--- src/rtl/fsk_symbol_modulator.sv ---
// Binary FSK symbol modulator with slew-limited frequency ramp.
//
// A packet source holds `start` high and presents one bit per symbol on
// `symVal`; the block spends SPS clocks on each symbol and pulses `symDone`
// on the last clock so the source can advance. The instantaneous frequency
// word slews toward F_CENTER +/- F_DEV by at most RAMP_STEP per clock. A
// phase accumulator integrates it, and its MSB is the square-wave carrier.
// When the packet ends, the block flushes back to F_CENTER before going idle.
//
// Ports:
//   clk      clock, rising edge
//   rst      synchronous, active-high reset
//   start    transmit request, held high for the whole packet
//   symVal   current symbol bit (1 = upper tone, 0 = lower tone)
//   symDone  one-clock pulse on the last clock of each symbol
//   busy     high while running or flushing
//   freq     instantaneous frequency word
//   phase    phase accumulator
//   fskOut   carrier, phase MSB
module fsk_symbol_modulator #(
  parameter int unsigned        PHASE_W   = 16,
  parameter int unsigned        SPS       = 8,
  parameter logic [PHASE_W-1:0] F_CENTER  = 16'd4096,
  parameter logic [PHASE_W-1:0] F_DEV     = 16'd512,
  parameter logic [PHASE_W-1:0] RAMP_STEP = 16'd128
) (
  input  logic               clk,
  input  logic               rst,
  input  logic               start,
  input  logic               symVal,
  output logic               symDone,
  output logic               busy,
  output logic [PHASE_W-1:0] freq,
  output logic [PHASE_W-1:0] phase,
  output logic               fskOut
);

  localparam int unsigned        CntW    = (SPS > 1) ? $clog2(SPS) : 1;
  localparam logic [CntW-1:0]    CntLast = CntW'(SPS - 1);
  localparam logic [PHASE_W-1:0] FreqHi  = F_CENTER + F_DEV;
  localparam logic [PHASE_W-1:0] FreqLo  = F_CENTER - F_DEV;
  // One extra bit so the target/freq difference never wraps.
  localparam logic signed [PHASE_W:0] StepS = $signed({1'b0, RAMP_STEP});

  typedef enum logic [1:0] {StIdle, StRun, StFlush} state_e;

  state_e                 state_q, state_d;
  logic [CntW-1:0]        samp_cnt_q, samp_cnt_d;
  logic                   cur_sym_q, cur_sym_d;
  logic [PHASE_W-1:0]     freq_q, freq_d;
  logic [PHASE_W-1:0]     phase_q, phase_d;
  logic [PHASE_W-1:0]     target;
  logic signed [PHASE_W:0] diff;
  logic                   sym_last;

  // Registers only: the symbol boundary never depends on an input.
  assign sym_last = (state_q == StRun) && (samp_cnt_q == CntLast);

  // Sequencing: symVal is sampled only on entry to RUN and at symbol ends.
  always_comb begin
    state_d    = state_q;
    samp_cnt_d = samp_cnt_q;
    cur_sym_d  = cur_sym_q;
    unique case (state_q)
      StIdle: begin
        if (start) begin
          state_d    = StRun;
          cur_sym_d  = symVal;
          samp_cnt_d = '0;
        end
      end
      StRun: begin
        if (sym_last) begin
          samp_cnt_d = '0;
          cur_sym_d  = symVal;
          // A falling start only takes effect here, so a symbol is never cut short.
          if (!start) begin
            state_d = StFlush;
          end
        end else begin
          samp_cnt_d = samp_cnt_q + CntW'(1);
        end
      end
      StFlush: begin
        if (freq_q == F_CENTER) begin
          state_d = StIdle;
        end
      end
      default: state_d = StIdle;
    endcase
  end

  // Frequency target and slew limiter.
  always_comb begin
    target = F_CENTER;
    if (state_q == StRun) begin
      target = cur_sym_q ? FreqHi : FreqLo;
    end
  end

  assign diff = $signed({1'b0, target}) - $signed({1'b0, freq_q});

  always_comb begin
    freq_d = target;
    if (diff > StepS) begin
      freq_d = freq_q + RAMP_STEP;
    end else if (diff < -StepS) begin
      freq_d = freq_q - RAMP_STEP;
    end
  end

  // Accumulate with the pre-update frequency. The accumulator is cleared on
  // the edge that returns to IDLE, so phase reads 0 whenever the block is idle.
  always_comb begin
    phase_d = '0;
    if ((state_q != StIdle) && (state_d != StIdle)) begin
      phase_d = phase_q + freq_q;
    end
  end

  always_ff @(posedge clk) begin
    if (rst) begin
      state_q    <= StIdle;
      samp_cnt_q <= '0;
      cur_sym_q  <= 1'b0;
      freq_q     <= F_CENTER;
      phase_q    <= '0;
    end else begin
      state_q    <= state_d;
      samp_cnt_q <= samp_cnt_d;
      cur_sym_q  <= cur_sym_d;
      freq_q     <= freq_d;
      phase_q    <= phase_d;
    end
  end

  assign symDone = sym_last;
  assign busy    = (state_q != StIdle);
  assign freq    = freq_q;
  assign phase   = phase_q;
  assign fskOut  = phase_q[PHASE_W-1];

endmodule

--- config.mk ---
export PLATFORM = sky130hd
export DESIGN_NAME = fsk_symbol_modulator
export DESIGN_NICKNAME = d
export VERILOG_FILES = /design/src/rtl/fsk_symbol_modulator.sv
export SDC_FILE = /design/constraint.sdc
export NUM_CORES = 1
export LEC_CHECK = 0
export CAP_MARGIN = 40
export CELL_PAD_IN_SITES_DETAIL_PLACEMENT = 1
export CELL_PAD_IN_SITES_GLOBAL_PLACEMENT = 1
export CORE_UTILIZATION = 41
export DETAILED_ROUTE_END_ITERATION = 8
export PLACE_DENSITY = 0.95
export SYNTH_ARGS = -nofsm -noshare
export SYNTH_HDL_FRONTEND = slang
export SYNTH_SLANG_ARGS = --single-unit
--- constraint.sdc ---
create_clock -name clk -period 6.77 [get_ports clk]
set_input_delay 0.677 -clock clk [delete_from_list [all_inputs] [get_ports clk]]
set_output_delay 0.677 -clock clk [all_outputs]
set_load 0.1 [all_outputs]
Yosys cells after proc, flatten, opt, wreduce, memory -nomap -nowiden
Cells that the tools add are included.
{"block": "word_totals", "in_bits": 4, "wordCells": 43, "ff_bits": 38, "out_inout_bits": 35}
{"block": "classes", "bitwise": 1, "order_cmp": 2, "reduce_logical": 9, "n_addsub": 5, "n_mux": 15, "n_eq_ne": 6}
{"op": "$mux 16", "n": 2}
{"op": "$mux 13", "n": 2}
{"op": "$gt 17x9->1 const B", "n": 1}
{"op": "$lt 17x8->1 const B", "n": 1}
{"op": "$sub 16x16->17", "n": 1}
{"op": "$add 16x16->16", "n": 1}
{"op": "$add 16x8->16 const B", "n": 1}
{"op": "$eq 16x13->1 const B", "n": 1}
{"op": "$sub 16x8->16 const B", "n": 1}
{"op": "$mux 2", "n": 4}
{"op": "$mux 3", "n": 2}
{"op": "$pmux 2 s3", "n": 1}
{"op": "$pmux 3 s2", "n": 1}
{"op": "$reduce_bool 2->1", "n": 3}
{"op": "$ne 2x2->1 const B", "n": 2}
{"op": "$add 3x1->3 const B", "n": 1}
{"op": "$eq 3x3->1 const B", "n": 1}
{"op": "$reduce_and 3->1", "n": 1}
{"op": "$eq 2x1->1 const B", "n": 1}
{"op": "$eq 2x2->1 const B", "n": 1}
{"op": "$logic_and 1x1->1", "n": 2}
{"op": "$logic_not 2->1", "n": 1}
{"op": "$mux 1", "n": 2}
{"op": "$pmux 1 s2", "n": 1}
{"op": "3 further kinds", "n": 3}

Longest topological paths before layout
Gate-level depths: netlist of run 1.
{"block": "depth", "depth_word": 8, "mapped_depth": 13, "ltp_nobuf": 11}

Worst setup path before layout of run 1
No wires, ideal clock.
{"block": "synth_path", "path_kind": "reg2reg", "startpoint": "register freq_q[10], in the netlist freq[10]", "endpoint": "register freq_q[11], in the netlist freq[11]", "path_buffers": 1, "stages_incl_launch_ff": 12, "setup_ns": 0.115, "t_required_ns": 6.655, "t_arrival_ns": 3.528, "setup_slack_ns": 3.128, "path_cell_list": "dfxtp_1 > clkbuf_1 > inv_1 > ha_1 > a21oi_1 > a211oi_1 > o32ai_2 > nand2_1 > o31ai_2 > nor2_4 > o31a_1 > o21a_1"}
{"block": "synth_between", "elab_chain_cells": 4, "word_cells_on_any_way": 7, "classes_between": "add/sub (3); order compare (2); mux (2)"}
{"item": "start: declaration", "line_no": "50", "text": "logic [PHASE_W-1:0] freq_q, freq_d;"}
{"item": "start signal: assignment", "line_no": "132", "text": "freq_q <= freq_d;"}
{"item": "$sub 16x16->17", "line_no": "101", "text": "assign diff = $signed({1'b0, target}) - $signed({1'b0, freq_q});"}
{"item": "$lt 17x8->1", "line_no": "107", "text": "end else if (diff < -StepS) begin"}
{"item": "$mux 16", "line_no": "107"}
{"item": "$mux 16 (*)", "line_no": "105", "text": "if (diff > StepS) begin"}
Every way passes the cells marked *; elsewhere a longest branch is shown, timed or not.
A chain may end at the register's enable or synchronous reset.

Worst setup path after layout of run 1
{"block": "layout_path", "startpoint": "register state_q[0]", "endpoint": "register freq_q[13], in the netlist freq[13]"}
{"block": "layout_between", "elab_chain_cells": 6, "word_cells_on_any_way": 7, "classes_between": "add/sub (1); order compare (2); eq/ne (1); mux (3)"}
{"item": "start: declaration", "line_no": "47", "text": "state_e state_q, state_d;"}
{"item": "start signal: assignment", "line_no": "123", "text": "state_q <= StIdle;"}
{"item": "start signal: assignment", "line_no": "129", "text": "state_q <= state_d;"}
{"item": "$eq 2x1->1 (*)", "line_no": "96", "text": "if (state_q == StRun) begin"}
{"item": "$mux 13 (*)", "line_no": "96"}
{"item": "$sub 16x16->17 (*)", "line_no": "101"}
{"item": "$lt 17x8->1", "line_no": "107"}
{"item": "$mux 16", "line_no": "107"}
{"item": "$mux 16 (*)", "line_no": "105"}
Marked as above.

==> results.sh, run 1 <==
export IMPL_final_cells=372
export IMPL_maxSlewViolCount=0
export IMPL_synth_area_mm2=0.002061
export IMPL_whs_ps=504.8
export IMPL_worst_slew_pin_slew_ps=827.9
export IMPL_dr_first_iter_drc_count=142
export IMPL_end_kind="register"
export IMPL_grt_max_degree=15
export IMPL_synth_edff_count=0
export IMPL_grt_pass1_wl_um=13060
export IMPL_die_y_um=72.90
export IMPL_ys_flop_type="dfxtp_1"
export IMPL_synth_async_reset_ratio=0
export IMPL_clk_latency_ps=290
export IMPL_synth_seq_cells=29
export IMPL_gp_congestion=0.9108
export IMPL_clk_path_buf_depth=2
export IMPL_yosysTopAreaCell="dfxtp_1"
export IMPL_synth_area_leaders="dfxtp_1 28%, ha_1 12%, xnor2_1 5.5%"
export IMPL_antenna_found_initial=0
export IMPL_fin_skew_ps=6.900
export IMPL_drive_gt1_frac=0.1541
export IMPL_yosysSeqAreaShare=0.2817
export IMPL_groute_usage_overall=0.3443
export IMPL_period_share=0.5739
export IMPL_avgSynthCellArea_um2=8.276
export IMPL_overflow=0
export IMPL_dieWidth_um=72.90
export IMPL_fin_setup_tns_ps=0
export IMPL_rows=25
export IMPL_netlist_instances=249
export IMPL_drc=0
export IMPL_vias_per_cell=5.892
export IMPL_grt_pass1_vias=2299
export IMPL_port_buffer_count=29
export IMPL_cp_data_required_time_ps=6920
export IMPL_start_util=0.4306
export IMPL_clk_pin_slew_worst_paths_ps=60
export IMPL_fin_crit_ps=3885
export IMPL_hpwl_um=5761
export IMPL_cts_hold_fix_buffers=0
export IMPL_htreeDepth=2
export IMPL_drt_total_wl_um=8519
export IMPL_fill_cells=539
export IMPL_setup_viol=0
export IMPL_fmax_ghz=0.2574
export IMPL_yosysUniqueCellTypes=54
export IMPL_slew_headroom=0.4421
export IMPL_dr_total_vias=2192
export IMPL_nets=328
export IMPL_wire_per_inst_um=22.90
export IMPL_final_cell_mix="29 x dfxtp_1, 29 x clkdlybuf4s50_1, 27 x nor2_1"
export IMPL_power_uw=1097
export IMPL_ctsResizeCount=0
export IMPL_dieArea_mm2=0.005314
export IMPL_cts_root_buf="clkbuf_8"
export IMPL_power_leakage_uw=0.001192
export IMPL_start_kind="register"
export IMPL_power_density_mw_per_mm2=387.5
export IMPL_antenna_left=0
export IMPL_cts_made_buffers=5
export IMPL_critPathKind="register to register"
export IMPL_syn_to_final_growth_pct=37.40
export IMPL_io_pins=39
export IMPL_core_mm2=0.004786
export IMPL_arrival_ps=4030
export IMPL_cts_sinks=29
export IMPL_firstDrtPassIters=4
export IMPL_rsz0062_at_grt="no"
export IMPL_tritoncts="built"
export IMPL_cts_setup_buffers=0
export IMPL_ir_drop_uv=145.8
export IMPL_n_antenna_cell=0
export IMPL_status="completed"
export IMPL_setup_ws_ps=2885
export IMPL_synth_top_area_share=0.2817
export IMPL_finalHoldViolations=0
export IMPL_dpl_worst_slack_ps=3053
export IMPL_hold_class="register to register"
export IMPL_yosys_warnings=0
export IMPL_drv_cap=0
export IMPL_crit_fanout=8
export IMPL_dp_cells=364
## cell families (layout without fill, tap and decap cells)
group / Yosys count / after routing / synth area share
flops: 29 / 29 / 0.2817
simple gates: 80 / 80 / 0.1973
buf+inv: 41 / 87 / 0.1062
compound gates: 58 / 58 / 0.2046
fa+ha+maj: 20 / 20 / 0.1214
xor+xnor: 17 / 17 / 0.07225
other cells: 1 / 11 / 0.001820
mux: 3 / 3 / 0.01457
## metrics by stage
| step | utilization | cell area, µm² |
|---|---|---|
| after floorplan | - | 2098 |
| after global placement | 0.4907 | 2349 |
| after detailed placement | 0.5749 | 2751 |
| after CTS | 0.5916 | 2831 |
| after global routing | 0.5916 | 2831 |
| final | 0.5916 | 2831 |
## power by group
part | switching [µW] | internal (µW) | total, µW
registers | 53.1 | 192 | 245
logic | 469 | 238 | 707
clock network | 72.2 | 73.1 | 145
## critical path, cell delays in order, from the launching register on
cell and delay, ps:
dfxtp_1 480, or3b_1 500, clkinv_2 150, ha_1 280
a21oi_1 370, a211oi_1 150, o32ai_2 400, nand2_1 110
o31ai_2 690, nor3_1 150, a211oi_1 370, a211oi_1 90
## final cells by class
type | count | area [µm²] | area share
sequential | 29 | 580.6 | 0.2050
inverter | 23 | 87.58 | 0.03093
timing repair buffer | 56 | 700.7 | 0.2475
clock buffer | 8 | 80.08 | 0.02828
tap | 67 | 83.83 | 0.02961
multi-input combinational | 189 | 1299 | 0.4587
## per-layer routing
| layer | part of all wire | vias up | track usage |
|---|---|---|---|
| met5 | 0 | - | 0 |
| met3 | 0.056 | 42 | 0.07459 |
| li1 | - | 964 | - |
| met2 | 0.51 | 106 | 0.6002 |
| met4 | 0.057 | 0 | 0.2222 |
| met1 | 0.38 | 1080 | 0.3776 |
## synthesized netlist by cell type (all sizes together) (2+ instances only)
cell type / n
a21o: 2
ha: 20
nand2: 14
nand4: 2
xnor2: 13
o21ai: 10
inv: 22
nor2: 28
clkbuf: 5
a21oi: 15
nand3: 5
dfxtp: 29
nor4: 3
nor3: 14
a211oi: 6
a221oi: 2
and2: 2
o41ai: 3
or2: 5
xor2: 4
o21bai: 2
a32oi: 2
o221ai: 2
o21a: 2
o32ai: 3
buf: 13
a31oi: 2
mux2i: 3
## worst paths after layout
kind	start	end	slack (ps)	cells after the start
setup reg to reg	state_q[0]	freq[13]	2880	11
hold reg to reg	samp_cnt_q[0]	samp_cnt_q[0]	500	2
setup / recovery	state_q[0]	freq[13]	2880	11
hold / removal	samp_cnt_q[0]	samp_cnt_q[0]	500	2
## state kept, by name (all words and copies together) (netlist names)
name,cells
phase,14
samp_cnt_q,3
cur_sym_q,1
freq,9
state_q,2
(Power assumes the default switching activity.)
==> run 2, diff against run 1 <==
--- a/config.mk
+++ b/config.mk
@@ -8,9 +8,9 @@
 export CAP_MARGIN = 40
 export CELL_PAD_IN_SITES_DETAIL_PLACEMENT = 1
 export CELL_PAD_IN_SITES_GLOBAL_PLACEMENT = 1
-export CORE_UTILIZATION = 41
+export CORE_UTILIZATION = 35
 export DETAILED_ROUTE_END_ITERATION = 8
-export PLACE_DENSITY = 0.95
+export PLACE_DENSITY = 0.87
 export SYNTH_ARGS = -nofsm -noshare
 export SYNTH_HDL_FRONTEND = slang
 export SYNTH_SLANG_ARGS = --single-unit
==> constraint.sdc (replaced) <==
create_clock -name clk -period 3.33 [get_ports clk]
set_input_delay 0.333 -clock clk [delete_from_list [all_inputs] [get_ports clk]]
set_output_delay 0.333 -clock clk [all_outputs]
set_load 0.1 [all_outputs]
==> run 2 against run 1 <==
Register-to-register slack worse by 2800 ps. Critical endpoint is now freq[11]. Via count decreased by 5.1%. Wire length fell by 22%. First-iteration DRC count shrank 54%. Clock power grew 110%. Combinational power grew 110%. Non-clock buffer count grew 6. Clock-buffer cell count decreased by 1. Power grew 100%.
==> results.sh, run 2 (synthesis results as in run 1) <==
export IMPL_status="completed"
export IMPL_holdPathEnd="phase[4]"
export IMPL_fin_crit_ps=3231
export IMPL_firstDrtPassIters=4
export IMPL_drive_gt1_frac=0.2065
export IMPL_ir_drop_uv=357.8
export IMPL_clk_latency_ps=290
export IMPL_slew_headroom=0.6446
export IMPL_finalHoldViolations=0
export IMPL_drc=0
export IMPL_critPathKind="register to register"
export IMPL_crit_fanout=9
export IMPL_htreeDepth=2
export IMPL_io_pins=39
export IMPL_syn_to_final_growth_pct=40.68
export IMPL_cts_root_buf="clkbuf_8"
export IMPL_end_kind="register"
export IMPL_dieArea_mm2=0.006198
export IMPL_vias_per_cell=5.445
export IMPL_core_mm2=0.005574
export IMPL_start_util=0.3697
export IMPL_arrival_ps=3420
export IMPL_port_buffer_count=29
export IMPL_whs_ps=474.1
export IMPL_grt_max_degree=15
export IMPL_wire_per_inst_um=17.38
export IMPL_power_density_mw_per_mm2=773.0
export IMPL_r2r_end="freq[11]"
export IMPL_clk_pin_slew_worst_paths_ps=70
export IMPL_period_share=0.9704
export IMPL_fill_cells=657
export IMPL_die_y_um=78.73
export IMPL_final_cell_mix="27 x nor2_1, 27 x clkdlybuf4s50_1, 26 x dfxtp_1"
export IMPL_grt_pass1_wl_um=10880
export IMPL_groute_usage_overall=0.2320
export IMPL_antenna_found_initial=0
export IMPL_largest_register_ffs=14
export IMPL_hold_class="register to register"
export IMPL_drv_cap=0
export IMPL_cp_data_required_time_ps=3520
export IMPL_dp_cells=373
export IMPL_maxSlewViolCount=0
export IMPL_gp_congestion=0.8217
export IMPL_rows=27
export IMPL_clk_path_buf_depth=2
export IMPL_cts_hold_fix_buffers=0
export IMPL_tritoncts="built"
export IMPL_dr_first_iter_drc_count=65
export IMPL_worst_slew_pin_slew_ps=531.4
export IMPL_hold_depth=2
export IMPL_final_cells=382
export IMPL_min_from="phase[4]"
export IMPL_rr_startpoint="state_q[0]"
export IMPL_antenna_left=0
export IMPL_n_antenna_cell=0
export IMPL_cts_sinks=29
export IMPL_cts_made_buffers=5
export IMPL_reg2reg_slack_ps=100
export IMPL_fmax_ghz=0.3095
export IMPL_hpwl_um=4979
export IMPL_nets=334
export IMPL_drt_total_wl_um=6640
export IMPL_dieWidth_um=78.73
export IMPL_dr_total_vias=2080
export IMPL_start_kind="register"
export IMPL_rsz0062_at_grt="yes"
export IMPL_setup_viol=0
export IMPL_rr_worst_depth=11
export IMPL_power_leakage_uw=0.001230
export IMPL_fin_skew_ps=7.412
export IMPL_grt_pass1_vias=2237
export IMPL_overflow=0
[run 2: cell count changes in the layout (fill, tap and decap cells not counted), sizes merged]
cell	previous run	this run
buf	27	35
clkdlybuf4s50	29	27
clkbuf	8	7
[run 2: critical path, stage by stage, from the launching register on]
cell and delay, ps:
dfxtp_1 420, or3b_1 400, clkinv_2 70, ha_1 180, a21oi_2 110, a211oi_1 300
o32ai_2 170, or4b_4 510, nor3_4 360, nor2_4 130, o31a_1 340, o21a_1 120
[run 2: area by class of cell]
class	instances	area, µm²	share of cell area
flip-flops and latches	29	586.8	0.2024
clock buffers	7	86.33	0.02978
multi-input cells	189	1323	0.4562
inverters	23	87.58	0.03021
well taps	72	90.09	0.03107
repair buffers	62	725.7	0.2503
[run 2: metrics by stage]
step	utilization	area (µm²)	setup slack, ps	setup TNS, ps	total power (µW)
after floorplan	-	2110	12.84	0	1462
after global placement	0.4317	2406	259.2	0	1714
after detailed placement	0.4985	2779	52.85	0	1890
after CTS	0.5147	2869	1.548	0	2222
after global routing	0.5201	2899	-66.27	-235.6	2371
final	0.5201	2899	98.63	0	2241
[run 2: how the worst max path moves through the flow]
| stage | from | end | slack [ps] |
|---|---|---|---|
| after global placement | state_q[0] | freq[11] | 260 |
| final | state_q[0] | freq[11] | 100 |
| after floorplan | freq[7] | freq[11] | 10 |
| after detailed placement | state_q[0] | freq[13] | 50 |
| after global routing | state_q[0] | freq[10] | -70 |
| after CTS | state_q[0] | freq[9] | 2 |
[run 2: what timing repair did]
item	in CTS	in global routing
pin swaps	0	1
setup buffers	0	2
gates resized for setup	1	3
endpoints found under the setup margin	1	5
[run 2: power breakdown]
group / internal (µW) / leakage (µW) / switching, µW / total, µW
Combinational: 515 / 0.000948 / 931 / 1450
Sequential: 394 / 0.000238 / 94.1 / 488
Clock: 164 / 0.0000443 / 144 / 308
[run 2: metal layers]
| layer | vias up | routed length, µm | global-route usage |
|---|---|---|---|
| met2 | 61 | 3462 | 0.4296 |
| met5 | - | 0 | 0 |
| li1 | 979 | - | - |
| met4 | 0 | 248 | 0.1259 |
| met1 | 1012 | 2638 | 0.2465 |
| met3 | 28 | 290 | 0.04253 |
